`src/rtl/lfsr_pkg.sv`:
```
// Shared constants and helpers for the LFSR word generator: maximal-length tap
// masks per width, the default seed and parameter legality checks.
package lfsr_pkg;

    localparam logic [31:0] DEFAULT_SEED = 32'h0000_0001;

    // Tap masks use the same convention as the generator: bit i set means state[i] feeds the XOR.
    localparam logic [31:0] TAPS_W4  = 32'h0000_000C;
    localparam logic [31:0] TAPS_W5  = 32'h0000_0014;
    localparam logic [31:0] TAPS_W6  = 32'h0000_0030;
    localparam logic [31:0] TAPS_W7  = 32'h0000_0060;
    localparam logic [31:0] TAPS_W8  = 32'h0000_00B8;
    localparam logic [31:0] TAPS_W9  = 32'h0000_0110;
    localparam logic [31:0] TAPS_W10 = 32'h0000_0240;
    localparam logic [31:0] TAPS_W11 = 32'h0000_0500;
    localparam logic [31:0] TAPS_W12 = 32'h0000_0829;
    localparam logic [31:0] TAPS_W13 = 32'h0000_100D;
    localparam logic [31:0] TAPS_W14 = 32'h0000_2015;
    localparam logic [31:0] TAPS_W15 = 32'h0000_6000;
    localparam logic [31:0] TAPS_W16 = 32'h0000_D008;
    localparam logic [31:0] TAPS_W17 = 32'h0001_2000;
    localparam logic [31:0] TAPS_W18 = 32'h0002_0400;
    localparam logic [31:0] TAPS_W19 = 32'h0004_0023;
    localparam logic [31:0] TAPS_W20 = 32'h0009_0000;
    localparam logic [31:0] TAPS_W21 = 32'h0014_0000;
    localparam logic [31:0] TAPS_W22 = 32'h0030_0000;
    localparam logic [31:0] TAPS_W23 = 32'h0042_0000;
    localparam logic [31:0] TAPS_W24 = 32'h00E1_0000;
    localparam logic [31:0] TAPS_W25 = 32'h0120_0000;
    localparam logic [31:0] TAPS_W26 = 32'h0200_0023;
    localparam logic [31:0] TAPS_W27 = 32'h0400_0013;
    localparam logic [31:0] TAPS_W28 = 32'h0900_0000;
    localparam logic [31:0] TAPS_W29 = 32'h1400_0000;
    localparam logic [31:0] TAPS_W30 = 32'h2000_0029;
    localparam logic [31:0] TAPS_W31 = 32'h4800_0000;
    localparam logic [31:0] TAPS_W32 = 32'h8020_0003;

    function automatic logic [31:0] max_taps(input int width);
        case (width)
            4:  return TAPS_W4;
            5:  return TAPS_W5;
            6:  return TAPS_W6;
            7:  return TAPS_W7;
            8:  return TAPS_W8;
            9:  return TAPS_W9;
            10: return TAPS_W10;
            11: return TAPS_W11;
            12: return TAPS_W12;
            13: return TAPS_W13;
            14: return TAPS_W14;
            15: return TAPS_W15;
            16: return TAPS_W16;
            17: return TAPS_W17;
            18: return TAPS_W18;
            19: return TAPS_W19;
            20: return TAPS_W20;
            21: return TAPS_W21;
            22: return TAPS_W22;
            23: return TAPS_W23;
            24: return TAPS_W24;
            25: return TAPS_W25;
            26: return TAPS_W26;
            27: return TAPS_W27;
            28: return TAPS_W28;
            29: return TAPS_W29;
            30: return TAPS_W30;
            31: return TAPS_W31;
            32: return TAPS_W32;
            default: return 32'h0;
        endcase
    endfunction

    function automatic bit width_ok(input int width);
        return (width >= 4) && (width <= 32);
    endfunction

    function automatic bit steps_ok(input int width, input int steps);
        return (steps >= 1) && (steps <= width);
    endfunction

endpackage

```
`src/rtl/lfsr_advance.sv`:
```
// Combinational word advance: STEPS chained single steps of the Fibonacci
// LFSR, shifting left with the tap parity entering bit 0.
module lfsr_advance #(
    parameter int              WIDTH = 16,
    parameter logic [WIDTH-1:0] TAPS = WIDTH'(32'h0000_D008),
    parameter int              STEPS = 1
) (
    input  logic [WIDTH-1:0] cur,
    output logic [WIDTH-1:0] nxt
);

    logic [WIDTH-1:0] stage [0:STEPS];

    assign stage[0] = cur;

    for (genvar k = 0; k < STEPS; k++) begin : g_step
        assign stage[k+1] = {stage[k][WIDTH-2:0], ^(stage[k] & TAPS)};
    end

    assign nxt = stage[STEPS];

endmodule

```
`src/rtl/lfsr_prng.sv`:
```
// Pseudo-random word generator: LFSR state, reseed handling, period detection
// and a registered valid/ready output stage.
module lfsr_prng
    import lfsr_pkg::*;
#(
    parameter int               WIDTH = 16,
    parameter logic [WIDTH-1:0] TAPS  = WIDTH'(max_taps(WIDTH)),
    parameter logic [WIDTH-1:0] SEED  = WIDTH'(DEFAULT_SEED),
    parameter int               STEPS = 1
) (
    input  logic             clk,
    input  logic             resetn,
    input  logic             en,
    input  logic             load,
    input  logic [WIDTH-1:0] seed_in,
    output logic             out_valid,
    input  logic             out_ready,
    output logic [WIDTH-1:0] out_data,
    output logic             seed_err,
    output logic             wrap
);

    if (!width_ok(WIDTH)) begin : g_bad_width
        $error("lfsr_prng: WIDTH must be in 4..32");
    end
    if (!steps_ok(WIDTH, STEPS)) begin : g_bad_steps
        $error("lfsr_prng: STEPS must be in 1..WIDTH");
    end
    if (SEED == '0) begin : g_bad_seed
        $error("lfsr_prng: SEED must be non-zero");
    end
    if (TAPS[WIDTH-1] == 1'b0) begin : g_bad_taps
        $error("lfsr_prng: TAPS must include bit WIDTH-1");
    end

    logic [WIDTH-1:0] state;
    logic [WIDTH-1:0] origin;
    logic [WIDTH-1:0] advanced;
    logic             fire;
    logic             gen;

    lfsr_advance #(
        .WIDTH (WIDTH),
        .TAPS  (TAPS),
        .STEPS (STEPS)
    ) u_advance (
        .cur (state),
        .nxt (advanced)
    );

    // Handshake: a word transfers on any edge where out_valid && out_ready.
    // Once out_valid is high, out_data is frozen and out_valid stays high until
    // that transfer or a load; en only gates production of new words.
    assign fire = out_valid & out_ready;
    assign gen  = en & (~out_valid | fire);

    always_ff @(posedge clk or negedge resetn) begin
        if (!resetn) begin
            state     <= SEED;
            origin    <= SEED;
            out_data  <= '0;
            out_valid <= 1'b0;
            seed_err  <= 1'b0;
            wrap      <= 1'b0;
        end else begin
            seed_err <= 1'b0;
            wrap     <= 1'b0;
            if (load) begin
                // Zero would lock the LFSR, so it is replaced and flagged.
                if (seed_in == '0) begin
                    state    <= SEED;
                    origin   <= SEED;
                    seed_err <= 1'b1;
                end else begin
                    state  <= seed_in;
                    origin <= seed_in;
                end
                out_valid <= 1'b0;
            end else if (gen) begin
                state     <= advanced;
                out_data  <= advanced;
                out_valid <= 1'b1;
                wrap      <= (advanced == origin);
            end else if (fire) begin
                out_valid <= 1'b0;
            end
        end
    end

endmodule

```
`config.mk`:
```
export PLATFORM = sky130hd
export DESIGN_NAME = lfsr_prng
export DESIGN_NICKNAME = d
export VERILOG_FILES = /design/src/rtl/lfsr_pkg.sv /design/src/rtl/lfsr_advance.sv /design/src/rtl/lfsr_prng.sv
export SDC_FILE = /design/constraint.sdc
export NUM_CORES = 1
export LEC_CHECK = 0
export BUFFER_PORTS_ARGS = -buffer_cell sky130_fd_sc_hd__buf_4
export CORE_UTILIZATION = 35
export CTS_CLUSTER_DIAMETER = 30
export DETAILED_ROUTE_END_ITERATION = 16
export SLEW_MARGIN = 20
export SYNTH_ARGS = -nofsm -noshare
export SYNTH_HDL_FRONTEND = slang
export SYNTH_SLANG_ARGS = --single-unit
```
`constraint.sdc`:
```
create_clock -name clk -period 1.6 [get_ports clk]
set_input_delay 0.16 -clock clk [delete_from_list [all_inputs] [get_ports clk]]
set_output_delay 0.16 -clock clk [all_outputs]
set_load 0.01 [all_outputs]
```
Word-level counts from Yosys, hierarchy flattened
Cells that the tools add are included.
{"block": "word_totals", "mem_bits_rw": 0, "regBits": 51, "out_inout_bits": 19, "wordCells": 27, "memories": 0, "latch_bits": 0, "rom_bits": 0}
{"block": "classes", "n_mux": 10, "mul": 0, "n_lt_le_gt_ge": 0, "n_eq_ne": 1, "div_mod_pow": 0, "bitwise": 5, "addsub": 0, "shift": 0, "reduce_logical": 5}
{"cell": "2-to-1 mux 16 bit", "count": 3}
{"cell": "== test 16 bit", "count": 1}
{"cell": "logical NOT 16 bit", "count": 1}
{"cell": "parity 16 bit", "count": 1}
{"cell": "2-to-1 mux 1 bit", "count": 7}
{"cell": "nonzero test 3 bit", "count": 1}
{"cell": "AND 1 bit", "count": 2}
{"cell": "inverter 1 bit", "count": 2}
{"cell": "AND reduction 2 bit", "count": 1}
{"cell": "nonzero test 2 bit", "count": 1}
{"cell": "bitwise OR 1 bit", "count": 1}

Depth between registers and ports, before layout
{"block": "logic_depth", "word_depth": 5, "mapped_depth": 5, "ltp_nobuf": 4}

Cells and area by module
Synthesis repeated with hierarchy kept, for this count alone.
{"block": "unflattened", "hier_cells": 185, "area_unflattened_um2": 2333.5}
{"module": "lfsr_prng", "seq_area_each_um2": 1278.7, "area_each_um2": 2194.6, "cells_each": 167, "n_inst": 1}
{"module": "lfsr_advance", "seq_area_each_um2": 0.0, "area_each_um2": 138.9, "cells_each": 18, "n_inst": 1}

Worst setup path after synthesis
No wires, ideal clock.
{"block": "synth_path", "path_type": "register to register", "from": "register out_valid", "to": "register wrap", "period_less_slack_ps": 1238, "n_path_buf": 0, "arrival_ps": 1157, "t_required_ps": 1520, "stages_incl_launch_ff": 5, "setup_ps": 80, "path_slack_ps": 362, "cell_sequence": "dfrtp_1 nor2b_1 nor3b_4 nand4_1 nor3_2"}
{"block": "synth_between", "elab_chain_len": 5}
{"element": "start: declaration", "line": "lfsr_prng.sv:16", "rtl": "output logic out_valid,"}
{"element": "start signal: assignment", "line": "lfsr_prng.sv:62", "rtl": "out_valid <= 1'b0;"}
{"element": "start signal: assignment", "line": "lfsr_prng.sv:78", "rtl": "out_valid <= 1'b0;"}
{"element": "start signal: assignment", "line": "lfsr_prng.sv:82", "rtl": "out_valid <= 1'b1;"}
{"element": "AND 1 bit or inverter 1 bit (tied branches)", "line": "lfsr_prng.sv:54, lfsr_prng.sv:55"}
{"element": "bitwise OR 1 bit *", "line": "lfsr_prng.sv:55", "rtl": "assign gen = en & (~out_valid | fire);"}
{"element": "AND 1 bit *", "line": "lfsr_prng.sv:55"}
{"element": "2-to-1 mux 1 bit *", "line": "lfsr_prng.sv:79", "rtl": "end else if (gen) begin"}
{"element": "2-to-1 mux 1 bit *", "line": "lfsr_prng.sv:68", "rtl": "if (load) begin"}
{"element": "end signal: assignment", "line": "lfsr_prng.sv:83", "rtl": "wrap <= (advanced == origin);"}
{"element": "end: declaration", "line": "lfsr_prng.sv:20", "rtl": "output logic wrap"}
Every way passes the cells marked *; elsewhere a longest branch is shown, timed or not.
A chain may end at the register's enable or synchronous reset.

Final worst setup path
{"block": "layout_path", "from": "register state[0]", "to": "register wrap"}
{"block": "layout_between", "elab_chain_len": 3}
{"element": "start: declaration", "line": "lfsr_prng.sv:36", "rtl": "logic [WIDTH-1:0] state;"}
{"element": "start signal: assignment", "line": "lfsr_prng.sv:75", "rtl": "state <= seed_in;"}
{"element": "start signal: assignment", "line": "lfsr_prng.sv:80", "rtl": "state <= advanced;"}
{"element": "== test 16 bit", "line": "lfsr_prng.sv:83"}
{"element": "2-to-1 mux 1 bit", "line": "lfsr_prng.sv:79"}
{"element": "2-to-1 mux 1 bit", "line": "lfsr_prng.sv:68"}
No other way between the ends.

==> impl_metrics.toml <==
[cts]
cts_tree = "yes"
cts.clk_slew.worst_paths_ns = 0.09
clock_sinks = 51
cts-root-buf = "clkbuf_8"
cts_inserted_buffers = 5
clk_latency_ns = 0.31
clockBufferDepth = 2
htree_levels = 2

[hold_path]
min_path_cells = 2
hold_path.class = "input port to flop"

[global_route]
grt_pass1_vias = 1676
grt_overflow = 0
grt_antenna_before_repair = 0
grt_max_degree = 52
grt_pass1_wl_um = 8252
grt_usage_pct = 17.24

[synth]
seq_area_frac_synth_pct = 58.90
ys_ff_latch = 51
synthCells = 222
synth_area_leaders = "dfrtp_1 56%, nand2_1 13%, xor2_1 4.8%, nand3_1 3.7%, o21ai_0 3.7%"
yosysWarnings = 0
ys_types = 25
syn-cell-area_um2 = 2171
synth_nets = 243
yosysTopAreaCell = "dfrtp_1"
synth_top_area_share_pct = 56.48
syn_avg_cell_area_um2 = 9.779

[floorplan]
initial_core_util_pct = 36.45
core_region_area_um2 = 5956
io_pins = 40
die_y_um = 80.76
rows = 28
die-width_um = 80.76
dieArea_um2 = 6521

[power]
p_comb_share_pct = 19.4
power.density_nw_per_um2 = 1098
power.internal_mw = 2.125
sequentialPowerShare_pct = 52.9
p_leak_nw = 1.381
worst_ir_drop_vdd_uv = 346.8
p_clk_share_pct = 27.7
p_switching_mw = 0.8289
power_mw = 2.954
swShare_pct = 28.07

[critical_path]
crit_path_max_fanout = 3
crit_type = "flop to flop"
critPathArrivalTime_ns = 1.60
cp.required_ns = 1.83
cp-start-kind = "flop"
worst-r2r-cell-count = 4
crit_path_end_kind = "flop"

[place]
portBuffers = 39
place_area_um2 = 2580
routabilityCongestion = 0.7338
hpwl_um = 3557
dp_cells = 337

[layout]
drive_above_1_share_pct = 22.88
final_util_pct = 45.17
area_delta_synth_final_pct = 23.92
stdcell_count = 346
fin_area_um2 = 2690
final_cell_mix = "76 x nand2_1, 49 x dfrtp_1, 47 x buf_4"
layout.cells.most_common = "nand2_1"
nets = 291
n_antenna_cell = 0

[timing]
hold_viol = 0
setup_tns_ns = 0
clock.fmax_mhz = 731.2
slew_violations = 0
fin_crit_ns = 1.368
relSlewSlack_pct = 57.23
skew_ns = 0.007814
rsz0062_at_grt = "no"
worstMarginPinSlew_ns = 0.6416
fin_crit_sh_pct = 85.47
setup_viol = 0

[job]
max-cap-violations = 0

[route]
drc = 0
drtIter0Drc = 135
via_per_inst = 4.757
num_vias = 1646
wl_um = 4822
wl_per_cell_um = 13.94
dr.pass1.iters = 4
drtAntennaViolNets = 0

[run_status]
status = "finished, final reports clean"
cell families after synthesis:
| group | count (synthesis) | share of synthesized area, % |
|---|---|---|
| AO/OA/AOI/OAI | 20 | 5.303 |
| XOR/XNOR | 19 | 8.012 |
| AND/OR/NAND/NOR | 110 | 23.46 |
| flip-flops | 51 | 58.91 |
| buffers and inverters | 22 | 4.322 |
metal layers:
layer | track usage (%) | vias to the layer above | part of all wire, %
li1 | - | 808 | -
met1 | 22.73 | 807 | 46
met2 | 27.80 | 24 | 50
met3 | 3.708 | 7 | 3.2
met4 | 6.607 | 0 | 1.6
met5 | 0 | - | 0
through the flow:
stage               hold WS [ns]  setup slack [ns]
finish                   0.03725            0.2325
global route             0.02124            0.1389
CTS                      0.02449            0.2298
detailed placement        0.2307            0.1845
global placement          0.2360            0.1499
floorplan                -0.1356            0.3622
power groups by stage:
stage / Clock [mW] / Sequential [mW] / Combinational (mW)
after floorplan: 0 / 1.61 / 0.276
after global placement: 0 / 1.58 / 0.577
after detailed placement: 0 / 1.59 / 0.582
after CTS: 0.844 / 1.57 / 0.585
after global routing: 0.897 / 1.59 / 0.648
final: 0.818 / 1.56 / 0.573
cell usage after synthesis:
master and instances:
a211o_1 2, buf_6 1, clkbuf_1 3, nor4_4 1, buf_2 3, o21ai_0 16, nor2_1 3, dfstp_2 2
o2bb2ai_1 1, dfrtp_1 49, nor2b_1 2, nor3_2 1, nand3_1 16, nand2_1 76, inv_1 15, xnor2_2 1
nand2b_1 1, a21oi_2 1, nand3b_2 1, nor4_1 5, nand4_1 2, xnor2_1 6, xor2_1 12, nor3b_4 1
nor4b_1 1
worst max-delay path, stage by stage (launching register included):
cell and delay, ns:
dfstp_2 0.56, xor2_1 0.07, nor4_1 0.31, nand4_1 0.17, nor3_2 0.19
state kept, by name, indices dropped and copies added (netlist names):
| register | count |
|---|---|
| origin | 16 |
| out_data | 16 |
| seed_err | 1 |
| wrap | 1 |
| state | 16 |
| out_valid | 1 |
layout make-up:
type                       instances  area, µm²
timing repair buffer              48      362.8
inverter                          15      56.30
clock buffer                       8      100.1
tap                               75      93.84
multi-input combinational        149      798.3
fill                             597       3266
sequential                        51       1279
final timing paths:
kind / slack (ns) / endpoint / start
max in group asynchronous: 0.74 / state[7]$_DFFE_PN0P_ / resetn
hold reg to reg: 0.48 / out_data[5]$_DFFE_PN0P_ / out_data[5]$_DFFE_PN0P_
setup / recovery: 0.23 / wrap$_DFF_PN0_ / state[0]$_DFFE_PN1P_
min in group asynchronous: 0.42 / out_data[10]$_DFFE_PN0P_ / resetn
setup reg to reg: 0.23 / wrap$_DFF_PN0_ / state[0]$_DFFE_PN1P_
hold / removal: 0.04 / seed_err$_DFF_PN0_ / seed_in[2]
what timing repair did:
action                     4_1_cts  5_1_grt
setup endpoints to repair        0        0
resized for setup                0        0
setup buffers                    0        0
hold endpoints to repair        49        0
hold buffers                     1        0
(Power assumes the default switching activity.)
